==> src/rtl/pacman_motion.sv <==
// Tile-level Pac-Man movement controller. Presents the current tile index to
// the maze wall ROM, waits for its registered wall reply, then on each
// move_tick decides to turn (buffered player request), continue, or stop.
module pacman_motion #(
  parameter int         GRID_W    = 40,
  parameter int         GRID_H    = 30,
  parameter int         START_X   = 20,
  parameter int         START_Y   = 22,
  parameter logic [1:0] START_DIR = 2'd2
) (
  input  logic        Clk,
  input  logic        Reset,
  input  logic        move_tick,
  input  logic        req_valid,
  input  logic [1:0]  req_dir,
  input  logic [3:0]  adjacent_walls,
  output logic [10:0] pacman_index,
  output logic [5:0]  pacman_x,
  output logic [4:0]  pacman_y,
  output logic [1:0]  dir,
  output logic        moving,
  output logic        step_done
);

  localparam logic [1:0]  DIR_UP    = 2'd0;
  localparam logic [1:0]  DIR_DOWN  = 2'd1;
  localparam logic [1:0]  DIR_LEFT  = 2'd2;
  localparam logic [1:0]  DIR_RIGHT = 2'd3;

  localparam logic [5:0]  X_MAX     = 6'(GRID_W - 1);
  localparam logic [4:0]  Y_MAX     = 5'(GRID_H - 1);
  localparam logic [5:0]  X_START   = 6'(START_X);
  localparam logic [4:0]  Y_START   = 5'(START_Y);
  localparam logic [10:0] IDX_START = 11'(START_Y * GRID_W + START_X);
  localparam logic [10:0] ROW_LEN   = 11'(GRID_W);

  typedef enum logic [1:0] {
    S_SETTLE,
    S_IDLE,
    S_CHECK,
    S_MOVE
  } state_t;

  state_t      r_state;
  state_t      w_state_next;

  logic [5:0]  r_x;
  logic [4:0]  r_y;
  logic [10:0] r_index;
  logic [1:0]  r_dir;
  logic        r_moving;
  logic        r_step_done;
  logic        r_pend_v;
  logic [1:0]  r_pend_dir;

  logic        w_take_pend;
  logic        w_go;
  logic [5:0]  w_x_next;
  logic [4:0]  w_y_next;
  logic [10:0] w_index_next;

  // Wall bits are ordered up,down,left,right from MSB, i.e. bit = 3 - dir.
  function automatic logic wall_for(input logic [3:0] walls, input logic [1:0] d);
    return walls[~d];
  endfunction

  assign w_take_pend = r_pend_v && !wall_for(adjacent_walls, r_pend_dir);
  assign w_go        = w_take_pend || !wall_for(adjacent_walls, r_dir);

  // FSM state register.
  always_ff @(posedge Clk) begin
    if (Reset) r_state <= S_SETTLE;
    else       r_state <= w_state_next;
  end

  // FSM next-state: settle one cycle after every move so the maze reply
  // matches the new index; ticks outside IDLE are simply not looked at.
  always_comb begin
    w_state_next = r_state;
    case (r_state)
      S_SETTLE: w_state_next = S_IDLE;
      S_IDLE:   if (move_tick) w_state_next = S_CHECK;
      S_CHECK:  w_state_next = w_go ? S_MOVE : S_IDLE;
      S_MOVE:   w_state_next = S_SETTLE;
      default:  w_state_next = S_SETTLE;
    endcase
  end

  // Next tile one step along the current heading, wrapping at the edges.
  always_comb begin
    w_x_next = r_x;
    w_y_next = r_y;
    case (r_dir)
      DIR_UP:    w_y_next = (r_y == 5'd0)  ? Y_MAX : r_y - 5'd1;
      DIR_DOWN:  w_y_next = (r_y == Y_MAX) ? 5'd0  : r_y + 5'd1;
      DIR_LEFT:  w_x_next = (r_x == 6'd0)  ? X_MAX : r_x - 6'd1;
      DIR_RIGHT: w_x_next = (r_x == X_MAX) ? 6'd0  : r_x + 6'd1;
      default:   w_x_next = r_x;
    endcase
    w_index_next = 11'(w_y_next) * ROW_LEN + 11'(w_x_next);
  end

  // Position, heading, status and request buffer. A request arriving in
  // CHECK is written after the decision, so it overrides any pend clear.
  always_ff @(posedge Clk) begin
    if (Reset) begin
      r_x         <= X_START;
      r_y         <= Y_START;
      r_index     <= IDX_START;
      r_dir       <= START_DIR;
      r_moving    <= 1'b0;
      r_step_done <= 1'b0;
      r_pend_v    <= 1'b0;
      r_pend_dir  <= '0;
    end else begin
      r_step_done <= 1'b0;
      case (r_state)
        S_CHECK: begin
          if (w_take_pend) begin
            r_dir    <= r_pend_dir;
            r_pend_v <= 1'b0;
          end else if (!w_go) begin
            r_moving    <= 1'b0;
            r_step_done <= 1'b1;
          end
        end
        S_MOVE: begin
          r_x         <= w_x_next;
          r_y         <= w_y_next;
          r_index     <= w_index_next;
          r_moving    <= 1'b1;
          r_step_done <= 1'b1;
        end
        default: ;
      endcase
      if (req_valid) begin
        r_pend_v   <= 1'b1;
        r_pend_dir <= req_dir;
      end
    end
  end

  assign pacman_index = r_index;
  assign pacman_x     = r_x;
  assign pacman_y     = r_y;
  assign dir          = r_dir;
  assign moving       = r_moving;
  assign step_done    = r_step_done;

endmodule

==> config.mk <==
export PLATFORM = sky130hd
export DESIGN_NAME = pacman_motion
export DESIGN_NICKNAME = d
export VERILOG_FILES = /design/src/rtl/pacman_motion.sv
export SDC_FILE = /design/constraint.sdc
export NUM_CORES = 1
export LEC_CHECK = 0
export ABC_AREA = 1
export CAP_MARGIN = 20
export CORE_ASPECT_RATIO = 1.75
export CORE_MARGIN = 2
export CORE_UTILIZATION = 59
export CTS_BUF_LIST = sky130_fd_sc_hd__clkbuf_8
export DETAILED_ROUTE_END_ITERATION = 8
export GPL_TIMING_DRIVEN = 0
export PLACE_DENSITY = 0.95
export SLEW_MARGIN = 20
export SYNTH_ARGS = -nofsm -noshare
export SYNTH_HDL_FRONTEND = slang
export SYNTH_SLANG_ARGS = --single-unit
==> constraint.sdc <==
create_clock -name Clk -period 4.7 [get_ports Clk]
set_input_delay 0.94 -clock Clk [delete_from_list [all_inputs] [get_ports Clk]]
set_output_delay 0.94 -clock Clk [all_outputs]
set_load 0.02 [all_outputs]
-- Word-level counts from Yosys, hierarchy flattened
Index checks and enable logic that the tools add are counted.
- $mul: 1
- reductions and logical operators: 14
- bitwise gates (word level): 2
- mux-type cells: 22
- add/subtract/negate cells: 5
- eq/ne operators: 11
- order comparisons: 2
- operators by type and width (operator ; number):
    $mux W6 ; 2
    $pmux W6 S2 ; 1
    $add A11 B6 Y11 ; 1
    $mux W5 ; 2
    $pmux W5 S2 ; 1
    $mux W1 ; 9
    $eq A2 B2 Y1 const B ; 4
    $mul A5 B3 Y8 const B ; 1
    $pmux W2 S4 ; 1
    $add A6 B1 Y6 const B ; 1
    $eq A6 B6 Y1 const B ; 1
    $logic_not A6 Y1 ; 1
    $lt A2 B3 Y1 const B ; 2
    $ne A2 B2 Y1 const B ; 3
    $reduce_bool A2 Y1 ; 3
    $sub A6 B1 Y6 const B ; 1
    $add A5 B1 Y5 const B ; 1
    $eq A5 B5 Y1 const B ; 1
    $logic_not A5 Y1 ; 1
    $sub A5 B1 Y5 const B ; 1
    $bmux W1 S2 ; 2
    $eq A2 B1 Y1 const B ; 2
    $logic_not A2 Y1 ; 2
    $mux W2 ; 2
    7 further kinds ; 11
- output and inout bits: 26
- bits of input ports: 10
- register bits: 31

-- Longest topological paths before layout
Gate-level depths: netlist (run 1).
- depth in word-level cells: 9
- depth in mapped cells: 19
- mapped depth without buffers: 19

-- Least setup slack after synthesis (run 1)
Ideal clock, no wire load.
- path type: register to register
- from: register r_y[0] (netlist: pacman_y[0])
- to: register r_index[9] (netlist: pacman_index[9])
- setup slack: 1940 ps
- required time: 4585 ps
- data arrival time: 2645 ps
- period minus slack after synthesis: 2760 ps
- cell stages (with the launch flop): 16
- setup time: 115 ps
- path through: dfxtp_1 > inv_2 > ha_1 > o21ai_0 > nand2_1 > nand3_1 > inv_1 > ha_1 > ha_1 > inv_1 > fa_1 > xnor2_1 > nand3_1 > nand3b_1 > nand3_1 > nand2_1
- cells in the longest elaborated chain, start to end: 5
- ends and longest elaborated chain (element ; line ; text):
    start: declaration ; 48 ; logic [4:0] r_y;
    start signal: assignment ; 129 ; r_y <= w_y_next;
    $add A5 B1 Y5 (tied with other cells) ; 95 ; DIR_DOWN: w_y_next = (r_y == Y_MAX) ? 5'd0 : r_y + 5'd1;
    $mux W5, on equally long branches ; 95, 94 ;
    $pmux W5 S2 * ; 93 ; case (r_dir)
    named net w_y_next[1] ; 59 ; logic [4:0] w_y_next;
    $mul A5 B3 Y8 * ; 100 ; w_index_next = 11'(w_y_next) * ROW_LEN + 11'(w_x_next);
    $add A11 B6 Y11 * ; 100 ;
    end signal: assignment ; 130 ; r_index <= w_index_next;
    end: declaration ; 49 ; logic [10:0] r_index;
The timed path passes the listed nets; every way through them passes the cells marked *.
A chain may end at the register's enable or synchronous reset.

-- Final worst setup path (run 1)
- from: register r_y[1] (netlist: pacman_y[1])
- to: register r_index[10] (netlist: pacman_index[10])
Same word-level chain as after synthesis.

==> results of run 1 <==
[through the flow]
step                instances  total power, mW  hold WS [ps]
detailed placement        364            0.385           462
finish                    368            0.579           488
CTS                       368            0.577           485
global placement          364            0.381           454
floorplan                 287            0.343           440
global route              368            0.602           505
[power by group]
| group | internal (mW) | switching, mW | total [mW] |
|---|---|---|---|
| clock | 0.114 | 0.0797 | 0.194 |
| combinational | 0.0530 | 0.0748 | 0.128 |
| sequential | 0.247 | 0.0104 | 0.257 |
[cell families (layout without fill, tap and decap cells)]
group           count (synthesis)  in the layout  synth area share
compound gates                 70             70             0.194
xor+xnor                       10             10            0.0443
fa+ha+maj                      16             16             0.109
buf+inv                        53             91             0.111
flops                          28             28             0.284
simple gates                  110            110             0.258
[path summary, 6_finish.rpt]
path	startpoint	slack (ps)	depth (start not counted)	to
worst min register to register	pacman_index[7]$_SDFFE_PP1P_	490	2	pacman_index[7]$_SDFFE_PP1P_
worst max-delay path	pacman_y[1]$_SDFFE_PP1P_	1540	16	pacman_index[10]$_SDFFE_PP0P_
worst max register to register	pacman_y[1]$_SDFFE_PP1P_	1540	16	pacman_index[10]$_SDFFE_PP0P_
worst min-delay path	pacman_index[7]$_SDFFE_PP1P_	490	2	pacman_index[7]$_SDFFE_PP1P_
[cell usage in the layout (no fill, tap or decap), types with 4 or more instances in the layout]
cell	n
inv_1	34
clkdlybuf4s50_1	34
o21ai_1	14
nand3_1	16
a21oi_1	27
xor2_1	7
o21ai_0	17
nand2_1	52
nand3_2	4
buf_4	4
ha_1	14
nor2_1	25
buf_2	4
nand4_1	4
inv_2	8
dfxtp_1	28
[layout make-up]
| type | count | area [sq um] | area share |
|---|---|---|---|
| Sequential cell | 28 | 561 | 0.230 |
| Clock inverter | 1 | 30.0 | 0.0123 |
| Inverter | 43 | 161 | 0.0661 |
| Clock buffer | 3 | 41.3 | 0.0169 |
| Tap cell | 43 | 53.8 | 0.0220 |
| Multi-Input combinational cell | 206 | 1200 | 0.490 |
| Timing Repair Buffer | 34 | 340 | 0.139 |
| Buffer | 10 | 57.6 | 0.0236 |
[worst min-delay path: stages, from the launching register on]
cell and delay [ps]:
dfxtp_1 340, a21oi_1 70, nand2_1 60
[layer usage]
metal,wire length [um],track usage,vias to the layer above
li1,-,-,1013
met1,1960,0.331,973
met2,2910,0.536,104
met3,324,0.0539,28
met4,265,0.227,0
met5,0,0,-
==> summary.md, run 1 <==
| Metric | Value |
|---|---|
| Worst Path Required | slightly below 5000 ps |
| Largest net degree at the start of global routing | 17 |
| Synth-to-layout area growth | 23.6% |
| Setup TNS | 0 ps |
| Rows | 27 |
| Buffers on Ports | 34 |
| Clk root buf | clkbuf_8 |
| PnR worst setup slack | 1540 ps |
| Wire per inst | between 10 and 15 um |
| Setup crit end kind | flop |
| CP Launch Type | flop |
| Initial antenna violation count | 0 |
| Mapped cell area | approximately 0.0020 sq mm |
| Final hold vios | 0 |
| Commonest cells in the synthesized netlist | 52 x nand2_1, 34 x inv_1, 28 x dfxtp_1 |
| Die Ht | 80.6 um |
| Fin nets | between 300 and 400 |
| Crit path top cell by count | inv_1 |
| Yosys warning count | 0 |
| RSZ-0062 raised after global routing | false |
| Critical Path Slowest Stage Cell | fa_1 |
| DP HPWL | about 4000 um |
| # fillers | between 200 and 300 |
| Clock skew | roughly 6.5 ps |
| Die Span X | about 48 um |
| Dominant cells by area after synthesis | dfxtp_1 28%, nand2_1 9.9%, ha_1 8.9% |
| CTS Buf Count | 3 |
| Post-route ant nets | 0 |
| CP top delay family | adder cells |
| Area after DPL | 0.00237 sq mm |
| CP Max Fanout | 5 |
| Clock transition at path regs | around 100 ps |
| Maximum VDD drop | 0.251 mV |
| Cell count after synthesis | between 200 and 300 |
| Via count | ~2100 |
| Vias in the first global route | approximately 2100 |
| # DRC | 0 |
| First-pass GRT wire length | about 9000 um |
| Top-count cell post-synth | nand2_1 |
| Post-synthesis register bit count | 28 |
| Num Clock Sinks | 28 |
| Initial drt markers | 99 |
| WL final | ~5500 um |
| Worst EP arrival | ~3400 ps |
| Die area | 0.00385 sq mm |
| Worst path bufs/invs | 5 |
| Run status | complete, no violations |
| Fin crit period | roughly 3200 ps |
| Ports | 36 |
| Pre-CTS setup slack | around 1700 ps |
| H-tree lvl count | 1 |
| HP Class | flop to flop |
| Power Density | approximately 240 mW/mm^2 |
| Cell area after layout | about 0.0024 sq mm |
| Post-CTS Setup Repair Bufs | 0 |
| Worst Tran Pin Value | 390 ps |
| Asr flop ratio synth | 0 |
| Pre-Repair DR Iteration Count | 5 |
| RePlAce Congestion | approximately 0.84 |
| Post-synth EDFFs | 0 |
| Final Setup Violations | 0 |
| Period utilisation layout | 0.672 |
| Area leader, netlist | dfxtp_1 |
| Max Buffers Root-to-Sink | 2 |
| PostCTS Resize Cnt | 0 |
| Critical path class | flop to flop |
| Routed vias/inst | roughly 5.8 |
| Syn Area/Cell | about 6.9 sq um |
| Diode count | 0 |
| Crit-path cells | inv_1 > ha_1 > nand3_2 > inv_1 > o21ai_1 > nand3_1 > inv_1 > ha_1 > ha_1 > inv_1 > fa_1 > xnor2_1 > inv_1 > nor2_1 > nand3_1 > a21oi_1 |
| Fmax | about 0.32 GHz |
| Share of cells above drive strength 1 | 0.0954 |
| Syn_nets | 313 |
| Fin. max-slew vios | 0 |
| Number of max-cap violations | 0 |
| Relative slew margins | 0.740 |
| Seq/Total Area, Yosys | 0.284 |
| Critical path's largest stage delay | 390 ps |
| Synth top area share | 0.284 |
| Core Area | roughly 0.0032 sq mm |
| Grt total ovfl | 0 |
| CTS tree | yes |
| Initial core utilization | 0.622 |
| Leakage | 1.11 nW |
| Total Routing Usage GR | 0.320 |
| Cts hold-fix bufs | 0 |
| Number of distinct library cells after synthesis | 34 |
| Final core occ | 0.769 |
| Ys flop type | dfxtp_1 |
| Worst skew pair latency | approximately 280 ps |
(Power assumes the default switching activity.)
==> inputs of run 2 (changes only) <==
--- a/config.mk
+++ b/config.mk
@@ -9,11 +9,11 @@
 export CAP_MARGIN = 20
 export CORE_ASPECT_RATIO = 1.75
 export CORE_MARGIN = 2
-export CORE_UTILIZATION = 59
+export CORE_UTILIZATION = 54
 export CTS_BUF_LIST = sky130_fd_sc_hd__clkbuf_8
 export DETAILED_ROUTE_END_ITERATION = 8
 export GPL_TIMING_DRIVEN = 0
-export PLACE_DENSITY = 0.95
+export PLACE_DENSITY = 0.92
 export SLEW_MARGIN = 20
 export SYNTH_ARGS = -nofsm -noshare
 export SYNTH_HDL_FRONTEND = slang
==> constraint.sdc (replaced) <==
create_clock -name Clk -period 3.1 [get_ports Clk]
set_input_delay 0.62 -clock Clk [delete_from_list [all_inputs] [get_ports Clk]]
set_output_delay 0.62 -clock Clk [all_outputs]
set_load 0.02 [all_outputs]
==> summary.md, run 2 (synthesis gave the netlist of run 1 again) <==
| Metric | Value |
|---|---|
| Worst Path Required | 3290 ps (-1630 ps) |
| CTS Buf Count | 3 (unchanged) |
| Max Buffers Root-to-Sink | 2 (unchanged) |
| Critical Path Slowest Stage Cell | fa_1 |
| DP HPWL | 4010 um (+0.33%) |
| Run status | complete, no violations |
| Fin nets | 352 (unchanged) |
| Routed vias/inst | 5.61 (-2.5%) |
| Die Span X | 49.7 um (+4.1%) |
| RSZ-0062 raised after global routing | false |
| Maximum VDD drop | 0.400 mV (+59%) |
| Critical path class | flop to flop |
| Leakage | 1.12 nW (+0.91%) |
| Pre-Repair DR Iteration Count | 4 (-1) |
| Core Area | 0.00356 sq mm (+12%) |
| Wire per inst | 14.0 um (-5.3%) |
| Fin crit period | 2940 ps (-215 ps) |
| Fmax | 0.340 GHz (+7.3%) |
| Vias in the first global route | 2061 (-2.1%) |
| CP Launch Type | flop |
| Setup TNS | 0 ps (unchanged) |
| Clock skew | 4.39 ps (-2.12 ps) |
| Die Ht | 84.0 um (+4.3%) |
| Post-route ant nets | 0 (unchanged) |
| # DRC | 0 (unchanged) |
| R2R Path Start | pacman_y[1]$_SDFFE_PP1P_ |
| Initial core utilization | 0.556 (-0.0665) |
| Setup crit end kind | flop |
| Share of cells above drive strength 1 | 0.114 (+0.0185) |
| Initial drt markers | 71 (-28%) |
| Worst EP arrival | 3130 ps (-240 ps) |
| WL final | 5210 um (-4.5%) |
| Worst skew pair latency | 280 ps (about the same) |
| RePlAce Congestion | 0.882 (+5.6%) |
| Final Setup Violations | 0 (unchanged) |
| CP top delay family | adder cells |
| Initial antenna violation count | 0 (unchanged) |
| Most common cell after layout, fill and taps aside | nand2_1 |
| Most frequent cells in the layout | 52 x nand2_1, 34 x inv_1, 34 x clkdlybuf4s50_1, 27 x a21oi_1, 26 x dfxtp_1 |
| H-tree lvl count | 1 (unchanged) |
| Cts hold-fix bufs | 0 (unchanged) |
| Clock transition at path regs | 100 ps (about the same) |
| Via count | 2082 (-1.7%) |
| HP Start | pacman_index[7]$_SDFFE_PP1P_ |
| Total Routing Usage GR | 0.265 (-0.0549) |
| Synth-to-layout area growth | 24.8% |
| Final hold vios | 0 (unchanged) |
| Critical path's largest stage delay | 420 ps (+30 ps) |
| Grt total ovfl | 0 (unchanged) |
| Die area | 0.00418 sq mm (+8.6%) |
| CP Max Fanout | 5 (unchanged) |
| Buffers on Ports | 34 (unchanged) |
| Num Clock Sinks | 28 (unchanged) |
| Worst path bufs/invs | 4 (-1) |
| Relative slew margins | 0.744 (+0.00452) |
| Crit path top cell by count | inv_1 |
| Power Density | 355 mW/mm^2 (+50%) |
| CTS tree | yes |
| Ports | 36 (unchanged) |
| First-pass GRT wire length | 8710 um (-2.9%) |
| Period utilisation layout | 0.949 (+0.277) |
| Crit-path cells | inv_1 > ha_2 > nand3_2 > inv_1 > o21ai_1 > nand3_2 > inv_1 > ha_1 > ha_1 > inv_1 > fa_1 > xnor2_2 > nand3_1 > nand3b_1 > nand3_1 > nand2_1 |
| Final std cells w/o fill | 371 (+0.82%) |
| Setup crit start | pacman_y[1]$_SDFFE_PP1P_ |
| Fin. max-slew vios | 0 (unchanged) |
| Clk root buf | clkbuf_8 |
| Diode count | 0 (unchanged) |
| Number of max-cap violations | 0 (unchanged) |
| Largest net degree at the start of global routing | 17 (unchanged) |
| Placed insts | 367 (+0.82%) |
| Worst Tran Pin Value | 384 ps (-6.78 ps) |
| Rows | 29 (+7.4%) |
| HP Class | flop to flop |
| Final Power | 876 uW (+51%) |
-- run 2: cell counts in the layout (fill, tap and decap cells not counted) --
No cell type changed its count.
-- run 2: tightest hold or removal path, stage by stage, from the launching register on --
cell and delay (ps):
dfxtp_1 340, a21oi_1 60, nand2_1 60
-- run 2: final cells by class --
cell class / instances / area, sq um
Inverter: 43 / 161
Sequential cell: 28 / 563
Tap cell: 46 / 57.6
Buffer: 10 / 57.6
Clock inverter: 1 / 30.0
Multi-Input combinational cell: 206 / 1210
Fill cell: 311 / 1090
Clock buffer: 3 / 41.3
Timing Repair Buffer: 34 / 340
-- run 2: repair_timing --
item	CTS	global route
buffers inserted	0	0
setup endpoints to repair	0	3
resized for setup	0	6
-- run 2: metal layers --
layer / track usage / share of wire / wire, um
met5: 0 / 0 / 0
met3: 0.0323 / 0.038 / 198
met4: 0.189 / 0.057 / 295
met2: 0.472 / 0.53 / 2780
met1: 0.274 / 0.37 / 1940
-- run 2: worst paths after layout --
| kind | slack (ps) | depth (start not counted) | end |
|---|---|---|---|
| max | 160 | 16 | pacman_index[9]$_SDFFE_PP1P_ |
| min | 480 | 2 | pacman_index[7]$_SDFFE_PP1P_ |
| max reg2reg | 160 | 16 | pacman_index[9]$_SDFFE_PP1P_ |
| min reg2reg | 480 | 2 | pacman_index[7]$_SDFFE_PP1P_ |
-- run 2: per-stage QoR --
step	utilization	cell area [sq um]	setup WS, ps	hold slack (ps)
2_1_floorplan	-	1980	340	440
3_3_place_gp	0.667	2370	212	455
3_5_place_dp	0.667	2370	129	457
4_1_cts	0.688	2440	82.9	486
5_1_grt	0.693	2460	10.8	505
6_report	0.693	2460	158	483
-- run 2: report_power, final --
part / leakage (nW) / total (mW) / internal [mW] / switching, mW
clock: 0.0357 / 0.292 / 0.173 / 0.119
sequential: 0.228 / 0.389 / 0.374 / 0.0153
combinational: 0.859 / 0.194 / 0.0817 / 0.113
total: 1.12 / 0.876 / 0.629 / 0.247
